### src/rtl/multicycle_control_pkg.sv
// Shared definitions for the multi-cycle MIPS control unit: field widths,
// ALU op codes, opcode/funct constants, state encoding and the control word.
package multicycle_control_pkg;

    localparam int OPC_W   = 6;
    localparam int FUNCT_W = 6;
    localparam int ALUOP_W = 4;

    localparam logic [ALUOP_W-1:0] ALU_AND = 4'b0000;
    localparam logic [ALUOP_W-1:0] ALU_OR  = 4'b0001;
    localparam logic [ALUOP_W-1:0] ALU_ADD = 4'b0010;
    localparam logic [ALUOP_W-1:0] ALU_SUB = 4'b0110;
    localparam logic [ALUOP_W-1:0] ALU_SLT = 4'b0111;
    localparam logic [ALUOP_W-1:0] ALU_NOR = 4'b1100;

    localparam logic [OPC_W-1:0] OP_RTYPE = 6'b000000;
    localparam logic [OPC_W-1:0] OP_J     = 6'b000010;
    localparam logic [OPC_W-1:0] OP_BEQ   = 6'b000100;
    localparam logic [OPC_W-1:0] OP_BNE   = 6'b000101;
    localparam logic [OPC_W-1:0] OP_ADDI  = 6'b001000;
    localparam logic [OPC_W-1:0] OP_SLTI  = 6'b001010;
    localparam logic [OPC_W-1:0] OP_ANDI  = 6'b001100;
    localparam logic [OPC_W-1:0] OP_ORI   = 6'b001101;
    localparam logic [OPC_W-1:0] OP_LW    = 6'b100011;
    localparam logic [OPC_W-1:0] OP_SW    = 6'b101011;

    localparam logic [FUNCT_W-1:0] FN_ADD = 6'b100000;
    localparam logic [FUNCT_W-1:0] FN_SUB = 6'b100010;
    localparam logic [FUNCT_W-1:0] FN_AND = 6'b100100;
    localparam logic [FUNCT_W-1:0] FN_OR  = 6'b100101;
    localparam logic [FUNCT_W-1:0] FN_NOR = 6'b100111;
    localparam logic [FUNCT_W-1:0] FN_SLT = 6'b101010;

    localparam logic [1:0] SRCB_REG    = 2'b00;
    localparam logic [1:0] SRCB_FOUR   = 2'b01;
    localparam logic [1:0] SRCB_IMM    = 2'b10;
    localparam logic [1:0] SRCB_IMM_SH = 2'b11;

    localparam logic [1:0] PCSRC_ALU    = 2'b00;
    localparam logic [1:0] PCSRC_ALUOUT = 2'b01;
    localparam logic [1:0] PCSRC_JUMP   = 2'b10;

    typedef enum logic [3:0] {
        S_FETCH  = 4'd0,
        S_DECODE = 4'd1,
        S_MEMADR = 4'd2,
        S_MEMRD  = 4'd3,
        S_MEMWB  = 4'd4,
        S_MEMWR  = 4'd5,
        S_EXEC   = 4'd6,
        S_RWB    = 4'd7,
        S_BRANCH = 4'd8,
        S_JUMP   = 4'd9,
        S_IEXEC  = 4'd10,
        S_IWB    = 4'd11
    } state_t;

    // Everything the FSM drives into the datapath in one cycle.
    typedef struct packed {
        logic               pc_en;
        logic               iord;
        logic               mem_read;
        logic               mem_write;
        logic               ir_write;
        logic               reg_write;
        logic               reg_dst;
        logic               mem_to_reg;
        logic               alu_src_a;
        logic [1:0]         alu_src_b;
        logic               ext_zero;
        logic [1:0]         pc_source;
        logic [ALUOP_W-1:0] alu_op;
        logic               illegal;
        logic               retired;
    } ctrl_t;

    function automatic ctrl_t ctrl_default();
        ctrl_t c;
        c        = '0;
        c.alu_op = ALU_ADD;
        return c;
    endfunction

    function automatic logic is_imm_alu(input logic [OPC_W-1:0] opc);
        return (opc == OP_ADDI) || (opc == OP_ANDI) || (opc == OP_ORI) || (opc == OP_SLTI);
    endfunction

endpackage

### src/rtl/multicycle_control_alu_control.sv
// Combinational ALU decoder: maps opcode/funct to the ALU op code, flags
// unsupported encodings and selects zero-extension for logical immediates.
module alu_control
    import multicycle_control_pkg::*;
(
    input  logic [OPC_W-1:0]   opcode,
    input  logic [FUNCT_W-1:0] funct,
    output logic [ALUOP_W-1:0] alu_op,
    output logic               legal,
    output logic               ext_zero
);

    always_comb begin
        // NOTE: every output gets a default before the case so no path leaves one unassigned (no latches).
        alu_op   = ALU_ADD;
        legal    = 1'b1;
        ext_zero = 1'b0;
        case (opcode)
            OP_RTYPE: begin
                case (funct)
                    FN_ADD:  alu_op = ALU_ADD;
                    FN_SUB:  alu_op = ALU_SUB;
                    FN_AND:  alu_op = ALU_AND;
                    FN_OR:   alu_op = ALU_OR;
                    FN_NOR:  alu_op = ALU_NOR;
                    FN_SLT:  alu_op = ALU_SLT;
                    default: legal  = 1'b0;
                endcase
            end
            OP_LW, OP_SW, OP_J, OP_ADDI: alu_op = ALU_ADD;
            OP_BEQ, OP_BNE:              alu_op = ALU_SUB;
            OP_ANDI: begin
                alu_op   = ALU_AND;
                ext_zero = 1'b1;
            end
            OP_ORI: begin
                alu_op   = ALU_OR;
                ext_zero = 1'b1;
            end
            OP_SLTI: alu_op = ALU_SLT;
            default: legal  = 1'b0;
        endcase
    end

endmodule

### src/rtl/multicycle_control.sv
// Main control FSM for the multi-cycle MIPS datapath. Moore outputs per state;
// branch resolution uses the ALU zero flag in the BRANCH state.
module multicycle_control
    import multicycle_control_pkg::*;
(
    input  logic               clk,
    input  logic               reset,
    input  logic [OPC_W-1:0]   opcode,
    input  logic [FUNCT_W-1:0] funct,
    input  logic               alu_zero,
    output logic               pc_en,
    output logic               iord,
    output logic               mem_read,
    output logic               mem_write,
    output logic               ir_write,
    output logic               reg_write,
    output logic               reg_dst,
    output logic               mem_to_reg,
    output logic               alu_src_a,
    output logic [1:0]         alu_src_b,
    output logic               ext_zero,
    output logic [1:0]         pc_source,
    output logic [ALUOP_W-1:0] alu_op,
    output logic               illegal,
    output logic               retired,
    output logic [3:0]         state
);

    state_t state_q;
    state_t state_d;
    ctrl_t  ctrl;

    logic [ALUOP_W-1:0] dec_alu_op;
    logic               dec_legal;
    logic               dec_ext_zero;

    alu_control u_alu_control (
        .opcode   (opcode),
        .funct    (funct),
        .alu_op   (dec_alu_op),
        .legal    (dec_legal),
        .ext_zero (dec_ext_zero)
    );

    always_ff @(posedge clk) begin
        // NOTE: state registers use non-blocking assignment so all flops update together at the edge.
        if (reset) begin
            state_q <= S_FETCH;
        end else begin
            state_q <= state_d;
        end
    end

    always_comb begin
        ctrl    = ctrl_default();
        state_d = S_FETCH;
        case (state_q)
            S_FETCH: begin
                ctrl.mem_read  = 1'b1;
                ctrl.ir_write  = 1'b1;
                ctrl.pc_en     = 1'b1;
                ctrl.alu_src_b = SRCB_FOUR;
                state_d        = S_DECODE;
            end
            S_DECODE: begin
                // Speculatively form the branch target into ALUOut.
                ctrl.alu_src_b = SRCB_IMM_SH;
                if (!dec_legal) begin
                    ctrl.illegal = 1'b1;
                    state_d      = S_FETCH;
                end else if (opcode == OP_LW || opcode == OP_SW) begin
                    state_d = S_MEMADR;
                end else if (opcode == OP_RTYPE) begin
                    state_d = S_EXEC;
                end else if (opcode == OP_BEQ || opcode == OP_BNE) begin
                    state_d = S_BRANCH;
                end else if (opcode == OP_J) begin
                    state_d = S_JUMP;
                end else if (is_imm_alu(opcode)) begin
                    state_d = S_IEXEC;
                end
            end
            S_MEMADR: begin
                ctrl.alu_src_a = 1'b1;
                ctrl.alu_src_b = SRCB_IMM;
                state_d        = (opcode == OP_LW) ? S_MEMRD : S_MEMWR;
            end
            S_MEMRD: begin
                ctrl.mem_read = 1'b1;
                ctrl.iord     = 1'b1;
                state_d       = S_MEMWB;
            end
            S_MEMWB: begin
                ctrl.reg_write  = 1'b1;
                ctrl.mem_to_reg = 1'b1;
                ctrl.retired    = 1'b1;
            end
            S_MEMWR: begin
                ctrl.mem_write = 1'b1;
                ctrl.iord      = 1'b1;
                ctrl.retired   = 1'b1;
            end
            S_EXEC: begin
                ctrl.alu_src_a = 1'b1;
                ctrl.alu_src_b = SRCB_REG;
                ctrl.alu_op    = dec_alu_op;
                state_d        = S_RWB;
            end
            S_RWB: begin
                ctrl.reg_write = 1'b1;
                ctrl.reg_dst   = 1'b1;
                ctrl.retired   = 1'b1;
            end
            S_BRANCH: begin
                // opcode is held by IR, so beq/bne is still known here.
                ctrl.alu_src_a = 1'b1;
                ctrl.alu_src_b = SRCB_REG;
                ctrl.alu_op    = ALU_SUB;
                ctrl.pc_source = PCSRC_ALUOUT;
                ctrl.pc_en     = (opcode == OP_BEQ) ? alu_zero : ~alu_zero;
                ctrl.retired   = 1'b1;
            end
            S_JUMP: begin
                ctrl.pc_source = PCSRC_JUMP;
                ctrl.pc_en     = 1'b1;
                ctrl.retired   = 1'b1;
            end
            S_IEXEC: begin
                ctrl.alu_src_a = 1'b1;
                ctrl.alu_src_b = SRCB_IMM;
                ctrl.alu_op    = dec_alu_op;
                ctrl.ext_zero  = dec_ext_zero;
                state_d        = S_IWB;
            end
            S_IWB: begin
                ctrl.reg_write = 1'b1;
                ctrl.retired   = 1'b1;
            end
            default: state_d = S_FETCH;
        endcase

        // Strobes are masked during reset so a mid-instruction reset cannot
        // write memory or registers in the cycle it is raised.
        if (reset) begin
            ctrl.pc_en     = 1'b0;
            ctrl.mem_read  = 1'b0;
            ctrl.mem_write = 1'b0;
            ctrl.ir_write  = 1'b0;
            ctrl.reg_write = 1'b0;
            ctrl.illegal   = 1'b0;
            ctrl.retired   = 1'b0;
        end
    end

    assign pc_en      = ctrl.pc_en;
    assign iord       = ctrl.iord;
    assign mem_read   = ctrl.mem_read;
    assign mem_write  = ctrl.mem_write;
    assign ir_write   = ctrl.ir_write;
    assign reg_write  = ctrl.reg_write;
    assign reg_dst    = ctrl.reg_dst;
    assign mem_to_reg = ctrl.mem_to_reg;
    assign alu_src_a  = ctrl.alu_src_a;
    assign alu_src_b  = ctrl.alu_src_b;
    assign ext_zero   = ctrl.ext_zero;
    assign pc_source  = ctrl.pc_source;
    assign alu_op     = ctrl.alu_op;
    assign illegal    = ctrl.illegal;
    assign retired    = ctrl.retired;
    assign state      = state_q;

endmodule
### config.mk
export PLATFORM = sky130hd
export DESIGN_NAME = multicycle_control
export DESIGN_NICKNAME = d
export VERILOG_FILES = /design/src/rtl/multicycle_control_pkg.sv /design/src/rtl/multicycle_control_alu_control.sv /design/src/rtl/multicycle_control.sv
export SDC_FILE = /design/constraint.sdc
export NUM_CORES = 1
export LEC_CHECK = 0
export ABC_AREA = 0
export ABC_CLOCK_PERIOD_IN_PS = 1600
export BUFFER_PORTS_ARGS = -buffer_cell sky130_fd_sc_hd__buf_2
export CAP_MARGIN = 5
export CORE_ASPECT_RATIO = 1.25
export CORE_MARGIN = 2
export CORE_UTILIZATION = 44
export CTS_CLUSTER_DIAMETER = 200
export DETAILED_ROUTE_END_ITERATION = 12
export MAX_ROUTING_LAYER = met4
export PLACE_DENSITY = 0.79
export SYNTH_ARGS = -nofsm -noshare
export SYNTH_HDL_FRONTEND = slang
export SYNTH_SLANG_ARGS = --single-unit
### constraint.sdc
create_clock -name clk -period 1.6 [get_ports clk]
set_input_delay 0.16 -clock clk [delete_from_list [all_inputs] [get_ports clk]]
set_output_delay 0.16 -clock clk [all_outputs]
set_load 0.02 [all_outputs]
==> impl_metrics.json, run 1 <==
{
  "crit_type": "register to primary output",
  "areaGrowthSynthToFinish_pct": 59.8,
  "initial_utilization": 0.469,
  "cts_tree": "yes",
  "hold_violations": 0,
  "cts_buffer_depth": 2,
  "crit_family": "simple AND/OR/NAND/NOR gates",
  "crit_required_ns": 1.44,
  "clock_latency_ns": 0.26,
  "setup_viol": 6,
  "min_period_over_period": 1.07,
  "p_int_uw": 277,
  "drt_iter0_markers": 23,
  "place.gp.congestion": 0.853,
  "synthArstFlopShare": 0,
  "ant_nets": 0,
  "p_seq_frac": 0.242,
  "violations": "setup timing",
  "relSlewSlack": 0.763,
  "p_leak_nw": 0.521,
  "fin_nets": 176,
  "avgSynthCellArea_um2": 6.84,
  "synthCells": 107,
  "cpMostUsedCell": "or3_4",
  "clk_pin_slew_ns": 0.04,
  "wl_mm": 2.50,
  "grt_pass1_vias": 919,
  "drive_above_1_share": 0.503,
  "yosysMostFrequentCell": "nor3_1",
  "dr.pass1.iters": 4,
  "maxCapViolCount": 0,
  "worst_pin_slew_ns": 0.352,
  "clkPwrFrac": 0.317,
  "grt_usage": 0.273,
  "synth-seq-cells": 4,
  "crit_arrival_ns": 1.56,
  "ir_worst_vdd_v": 0.000429,
  "dieArea_um2": 2010,
  "fin_util": 0.749,
  "synth_common_cells": "nor3_1, nor2_1",
  "synth_top_area_frac": 0.109,
  "fin_ws_ns": -0.116,
  "grt_pass1_wl_mm": 3.79,
  "cp_cell_sequence": "or3_4 > or3_4 > nor2b_4 > buf_6",
  "p_sw_frac": 0.375,
  "synth_cell_types": 42,
  "port_buffers": 38,
  "combPwrFrac": 0.440,
  "drc": 0,
  "synth_nets": 122,
  "rows": 16,
  "die_x_um": 40.5,
  "wl_per_cell_um": 14.1,
  "max_stage_delay_ns": 0.37,
  "grt_overflow": 0,
  "core_area_um2": 1560,
  "synth_ff_type": "dfxtp_1",
  "critPathSlowestCell": "or3_4",
  "placed_cell_area_um2": 1040,
  "htreeDepth": 1,
  "clock-sinks": 4,
  "antenna_found_initial": 0,
  "clockRootBuffer": "clkbuf_4",
  "fmax_ghz": 0.583,
  "ctsHoldBuffers": 0,
  "end_kind": "primary output",
  "dp_slack_ns": -0.0491,
  "synth.largest_area_cell": "dfxtp_1",
  "layout.cells.non_filler": 177,
  "slew_viol_final": 0,
  "path_buf_inv": 1,
  "die_h_um": 49.6,
  "fin_skew_ns": 0.00735,
  "syn-cell-area_um2": 732,
  "power_density_nw_per_um2": 379,
  "min_period_ns": 1.72,
  "routed_via_density": 5.95,
  "post-dp-hpwl_mm": 1.82,
  "cts_made_buffers": 3,
  "n_antenna_cell": 0,
  "switching_power_uw": 166,
  "ios": 39,
  "synth_edf_count": 0,
  "vias": 1054,
  "dp.cells": 171,
  "synth_warnings": 0,
  "grt_max_degree": 13,
  "hold_path_class": "primary input to register",
  "largest_register_ffs": 4,
  "crit_fanout": 4,
  "final_area_um2": 1170,
  "status": "finished, violations left",
  "timing.critical_path.from_type": "register",
  "rsz0062_at_grt": "yes",
  "synth-seq-area-share": 0.109,
  "yosys-top-cells-area": "dfxtp_1, nor3_1, nor2_1"
}
## timing repair
| item | CTS | global route |
|---|---|---|
| gates resized for setup | 14 | 6 |
| pin swaps | 6 | 2 |
| buffers inserted | 4 | 0 |
| endpoints found under the setup margin | 6 | 12 |
| gates cloned | 0 | 0 |
## power by group through the flow
| stage | combinational (mW) | clock, mW | sequential [mW] |
|---|---|---|---|
| final | 0.195 | 0.141 | 0.107 |
| after global routing | 0.211 | 0.149 | 0.108 |
| after CTS | 0.188 | 0.139 | 0.107 |
| after detailed placement | 0.176 | 0 | 0.108 |
| after global placement | 0.171 | 0 | 0.108 |
| after floorplan | 0.0965 | 0 | 0.110 |
## tightest hold or removal path, cell delays in order
cell,delay [ns]
buf_2,0.09
buf_4,0.15
nor2_1,0.06
## metrics by stage
step	total power, mW	hold WS [ns]	setup TNS (ns)
floorplan	0.206	0.259	-0.000695
global placement	0.279	0.485	0
detailed placement	0.284	0.498	-0.0491
CTS	0.434	0.251	-0.236
global route	0.468	0.248	-0.645
finish	0.443	0.247	-0.284
## per-layer routing
layer  track usage  routed length, um  vias to the layer above
met3        0.0270                131                       11
met2         0.463               1300                       42
li1              -                  -                      515
met4         0.144                 76                        0
met5             -                  0                        -
met1         0.290                990                      486
## cell families after synthesis
group,after synthesis,synth area share
buf+inv,13,0.0752
fa+ha+maj,1,0.0137
mux,1,0.0154
compound gates,29,0.297
xor+xnor,3,0.0359
simple gates,56,0.453
flops,4,0.109
## cell usage in the layout, fill, tap and decap left out, types with 5 or more instances in the layout
master / synthesis / layout
buf_2: 4 / 32
buf_4: 0 / 23
nor2_1: 11 / 11
nor3_1: 12 / 7
nand2_1: 5 / 5
nand3_1: 5 / 5
inv_1: 5 / 5
## path summary, 6_finish.rpt
check                           slack [ns]  depth (start not counted)       end      from
worst max-delay path                 -0.12                          4   illegal  state[2]
worst min-delay path                  0.25                          3  state[0]     reset
worst max register to register        0.03                          4  state[2]  state[2]
worst min register to register        0.78                          4  state[2]  state[0]
## final cells by class
cell class / instances / area (um^2)
flip-flops and latches: 4 / 83.8
fillers: 119 / 392
repair buffers: 57 / 355
clock buffers: 3 / 22.5
inverters: 5 / 18.8
well taps: 18 / 22.5
multi-input cells: 90 / 667
Power figures use the tool's default switching activity.
==> inputs of run 2 (changes only) <==
--- a/config.mk
+++ b/config.mk
@@ -6,7 +6,7 @@
 export NUM_CORES = 1
 export LEC_CHECK = 0
 export ABC_AREA = 0
-export ABC_CLOCK_PERIOD_IN_PS = 1600
+export ABC_CLOCK_PERIOD_IN_PS = 1700
 export BUFFER_PORTS_ARGS = -buffer_cell sky130_fd_sc_hd__buf_2
 export CAP_MARGIN = 5
 export CORE_ASPECT_RATIO = 1.25
==> constraint.sdc (replaced) <==
create_clock -name clk -period 1.7 [get_ports clk]
set_input_delay 0.17 -clock clk [delete_from_list [all_inputs] [get_ports clk]]
set_output_delay 0.17 -clock clk [all_outputs]
set_load 0.02 [all_outputs]
==> impl_metrics.json, run 2 (synthesis results as in run 1) <==
{
  "wl_mm": 2.28,
  "antenna_found_initial": 0,
  "maxCapViolCount": 0,
  "status": "completed",
  "grt_overflow": 0,
  "grt_pass1_vias": 819,
  "place.gp.congestion": 0.861,
  "final_common_cell": "buf_2",
  "end_kind": "primary output",
  "power_density_nw_per_um2": 360,
  "rows": 16,
  "hold_violations": 0,
  "min_period_ns": 1.69,
  "dr.pass1.iters": 4,
  "areaGrowthSynthToFinish_pct": 53.2,
  "hp-start": "reset",
  "setup_viol": 0,
  "vias": 1003,
  "drt_iter0_markers": 18,
  "layout_common_cells": "buf_2, buf_4, nor2_1",
  "clock_latency_ns": 0.25,
  "port_buffers": 38,
  "cts_made_buffers": 3,
  "crit_fanout": 3,
  "timing.rr.start": "state[2]",
  "fillers": 131,
  "p_leak_nw": 0.486,
  "drc": 0,
  "routed_via_density": 5.83,
  "worst_pin_slew_ns": 0.371,
  "clock-sinks": 4,
  "slew_viol_final": 0,
  "core_area_um2": 1560,
  "startpoint": "state[2]",
  "dieArea_um2": 2010,
  "grt_pass1_wl_mm": 3.49,
  "grt_max_degree": 14,
  "grt_usage": 0.245,
  "die_h_um": 49.6,
  "final_area_um2": 1120,
  "htreeDepth": 1,
  "fin_skew_ns": 0.00199,
  "hold_path_class": "primary input to register",
  "relSlewSlack": 0.752,
  "ios": 39,
  "initial_utilization": 0.469,
  "clockRootBuffer": "clkbuf_4",
  "crit_type": "register to primary output",
  "rsz0062_at_grt": "yes",
  "clk_pin_slew_ns": 0.04,
  "crit_arrival_ns": 1.52,
  "largest_register_ffs": 4,
  "crit_required_ns": 1.53,
  "min_period_over_period": 0.996,
  "fin_nets": 171,
  "post-dp-hpwl_mm": 1.70,
  "n_antenna_cell": 0,
  "ctsHoldBuffers": 0,
  "ant_nets": 0,
  "placed_cell_area_um2": 988,
  "ir_worst_vdd_v": 0.000382,
  "cts_tree": "yes",
  "die_x_um": 40.5,
  "cts_buffer_depth": 2,
  "timing.critical_path.from_type": "register",
  "fmax_ghz": 0.591,
  "wl_per_cell_um": 13.3,
  "fin_util": 0.718,
  "drive_above_1_share": 0.474
}
run 2: layout make-up:
class                      instances  area (um^2)  area share
multi-input combinational         90          668       0.596
timing repair buffer              52          307       0.273
sequential                         4         82.6      0.0737
clock buffer                       3         22.5      0.0201
tap                               18         22.5      0.0201
inverter                           5         18.8      0.0167
run 2: final timing paths:
check                   to  slack, ns  cells after the start
setup reg to reg  state[1]       0.12                      4
hold / removal    state[3]       0.26                      3
hold reg to reg   state[2]       0.76                      4
setup / recovery   illegal      0.007                      4
run 2: routing by layer:
layer,track usage,vias up,share of wire
met5,-,-,0
met4,0.0667,0,0.0083
met3,0.0270,2,0.060
met2,0.407,44,0.54
met1,0.299,453,0.39
li1,-,504,-
run 2: worst max-delay path: stages, from the launching register on:
cell	delay (ns)
dfxtp_2	0.32
or3_4	0.36
or3_4	0.36
nor2b_4	0.12
buf_6	0.12
run 2: power by group:
part	internal, mW	switching (mW)	leakage, nW
clock network	0.0795	0.0474	0.0138
registers	0.0967	0.00213	0.0336
logic	0.0769	0.101	0.439
run 2: per-stage QoR:
stage               hold WS, ns  worst slack, ns  std cells  TNS [ns]  total power [mW]
CTS                       0.262          -0.0555        170   -0.0555             0.389
floorplan                 0.269          -0.0141        107   -0.0141             0.193
global route              0.278          -0.0185        172   -0.0334             0.421
detailed placement        0.499           0.0553        165         0             0.258
global placement          0.499           0.0867        165         0             0.254
finish                    0.259          0.00683        172         0             0.404
run 2: timing repair:
action,in CTS,in global routing
endpoints found under the setup margin,5,4
gates resized for setup,8,12
pin swaps,3,2
buffers inserted,2,2
==> inputs of run 3 (changes only) <==
--- a/config.mk
+++ b/config.mk
@@ -16,6 +16,9 @@
 export DETAILED_ROUTE_END_ITERATION = 12
 export MAX_ROUTING_LAYER = met4
 export PLACE_DENSITY = 0.79
+export REMOVE_ABC_BUFFERS = 1
+export SKIP_CTS_REPAIR_TIMING = 1
+export SLEW_MARGIN = 20
 export SYNTH_ARGS = -nofsm -noshare
 export SYNTH_HDL_FRONTEND = slang
 export SYNTH_SLANG_ARGS = --single-unit
==> impl_metrics.json, run 3 (synthesis results as in run 1) <==
{
  "status": "finished, violations left",
  "violations": "setup timing",
  "final_common_cell": "buf_2",
  "fin_skew_ns": 0.00445,
  "antenna_found_initial": 0,
  "rsz0062_at_grt": "yes",
  "end_kind": "primary output",
  "rows": 16,
  "htreeDepth": 1,
  "port_buffers": 38,
  "fin_hold_ws_ns": 0.270,
  "layout_common_cells": "buf_2, nor3_1, nor2_1",
  "grt_pass1_vias": 801,
  "placed_cell_area_um2": 968,
  "drc": 0,
  "crit_fanout": 3,
  "dp_slack_ns": 0.0752,
  "worst_pin_slew_ns": 0.351,
  "fin_nets": 165,
  "grt_overflow": 0,
  "fin_util": 0.667,
  "setup_viol": 1,
  "dr.pass1.iters": 4,
  "clock-sinks": 4,
  "dieArea_um2": 2010,
  "clk_pin_slew_ns": 0.04,
  "post-dp-hpwl_mm": 1.62,
  "timing.critical_path.from_type": "register",
  "grt_max_degree": 14,
  "die_x_um": 40.5,
  "cts_made_buffers": 3,
  "largest_register_ffs": 4,
  "clock_latency_ns": 0.24,
  "clockRootBuffer": "clkbuf_4",
  "vias": 982,
  "wl_per_cell_um": 13.1,
  "ios": 39,
  "final_area_um2": 1040,
  "drt_iter0_markers": 13,
  "slew_viol_final": 0,
  "crit_arrival_ns": 1.58,
  "n_antenna_cell": 0,
  "min_period_ns": 1.75,
  "ir_worst_vdd_v": 0.000311,
  "setup_tns_ns": -0.0478,
  "die_h_um": 49.6,
  "p_total_uw": 380,
  "hold_path_class": "primary input to register",
  "crit_type": "register to primary output",
  "p_leak_nw": 0.457,
  "maxCapViolCount": 0,
  "core_area_um2": 1560,
  "place.gp.congestion": 0.793,
  "dp.cells": 163,
  "fillers": 137,
  "cts_tree": "yes",
  "routed_via_density": 5.92,
  "ant_nets": 0,
  "crit_required_ns": 1.53,
  "relSlewSlack": 0.762,
  "min_period_over_period": 1.03,
  "hold_violations": 0,
  "areaGrowthSynthToFinish_pct": 42.4,
  "initial_utilization": 0.469,
  "layout.cells.non_filler": 166,
  "power_density_nw_per_um2": 365,
  "fin_ws_ns": -0.0478,
  "fmax_ghz": 0.572,
  "grt_pass1_wl_mm": 3.23,
  "wl_mm": 2.17,
  "grt_usage": 0.224,
  "drive_above_1_share": 0.426,
  "cts_buffer_depth": 2
}
## run 3: area by class of cell
class	instances	area, um^2	share of cell area
clock buffer	3	22.5	0.0216
tap	18	22.5	0.0216
sequential	4	82.6	0.0792
timing repair buffer	46	256	0.246
inverter	5	18.8	0.0180
multi-input combinational	90	639	0.613
## run 3: critical path, stage by stage (launching register included)
cell and delay, ns:
dfxtp_2 0.32, or3_4 0.39, or3_4 0.37, nor2b_4 0.13, buf_6 0.12
## run 3: path summary, 6_finish.rpt
path                  from  endpoint  slack (ns)  cells past startpoint
setup / recovery  state[3]   illegal       -0.05                      4
hold / removal       reset  state[3]        0.27                      3
setup reg to reg  state[3]  state[1]        0.18                      3
hold reg to reg   state[0]  state[2]        0.73                      4
## run 3: routing by layer
| layer | global-route usage | vias to the layer above | routed length (um) |
|---|---|---|---|
| met5 | - | - | 0 |
| met4 | 0.106 | 0 | 48 |
| met3 | 0.0270 | 6 | 152 |
| met2 | 0.357 | 45 | 1060 |
| met1 | 0.264 | 443 | 913 |
| li1 | - | 488 | - |
## run 3: where the power goes
part	switching, mW	internal, mW
combinational	0.0971	0.0666
clock	0.0392	0.0790
sequential	0.00155	0.0968
total	0.138	0.242
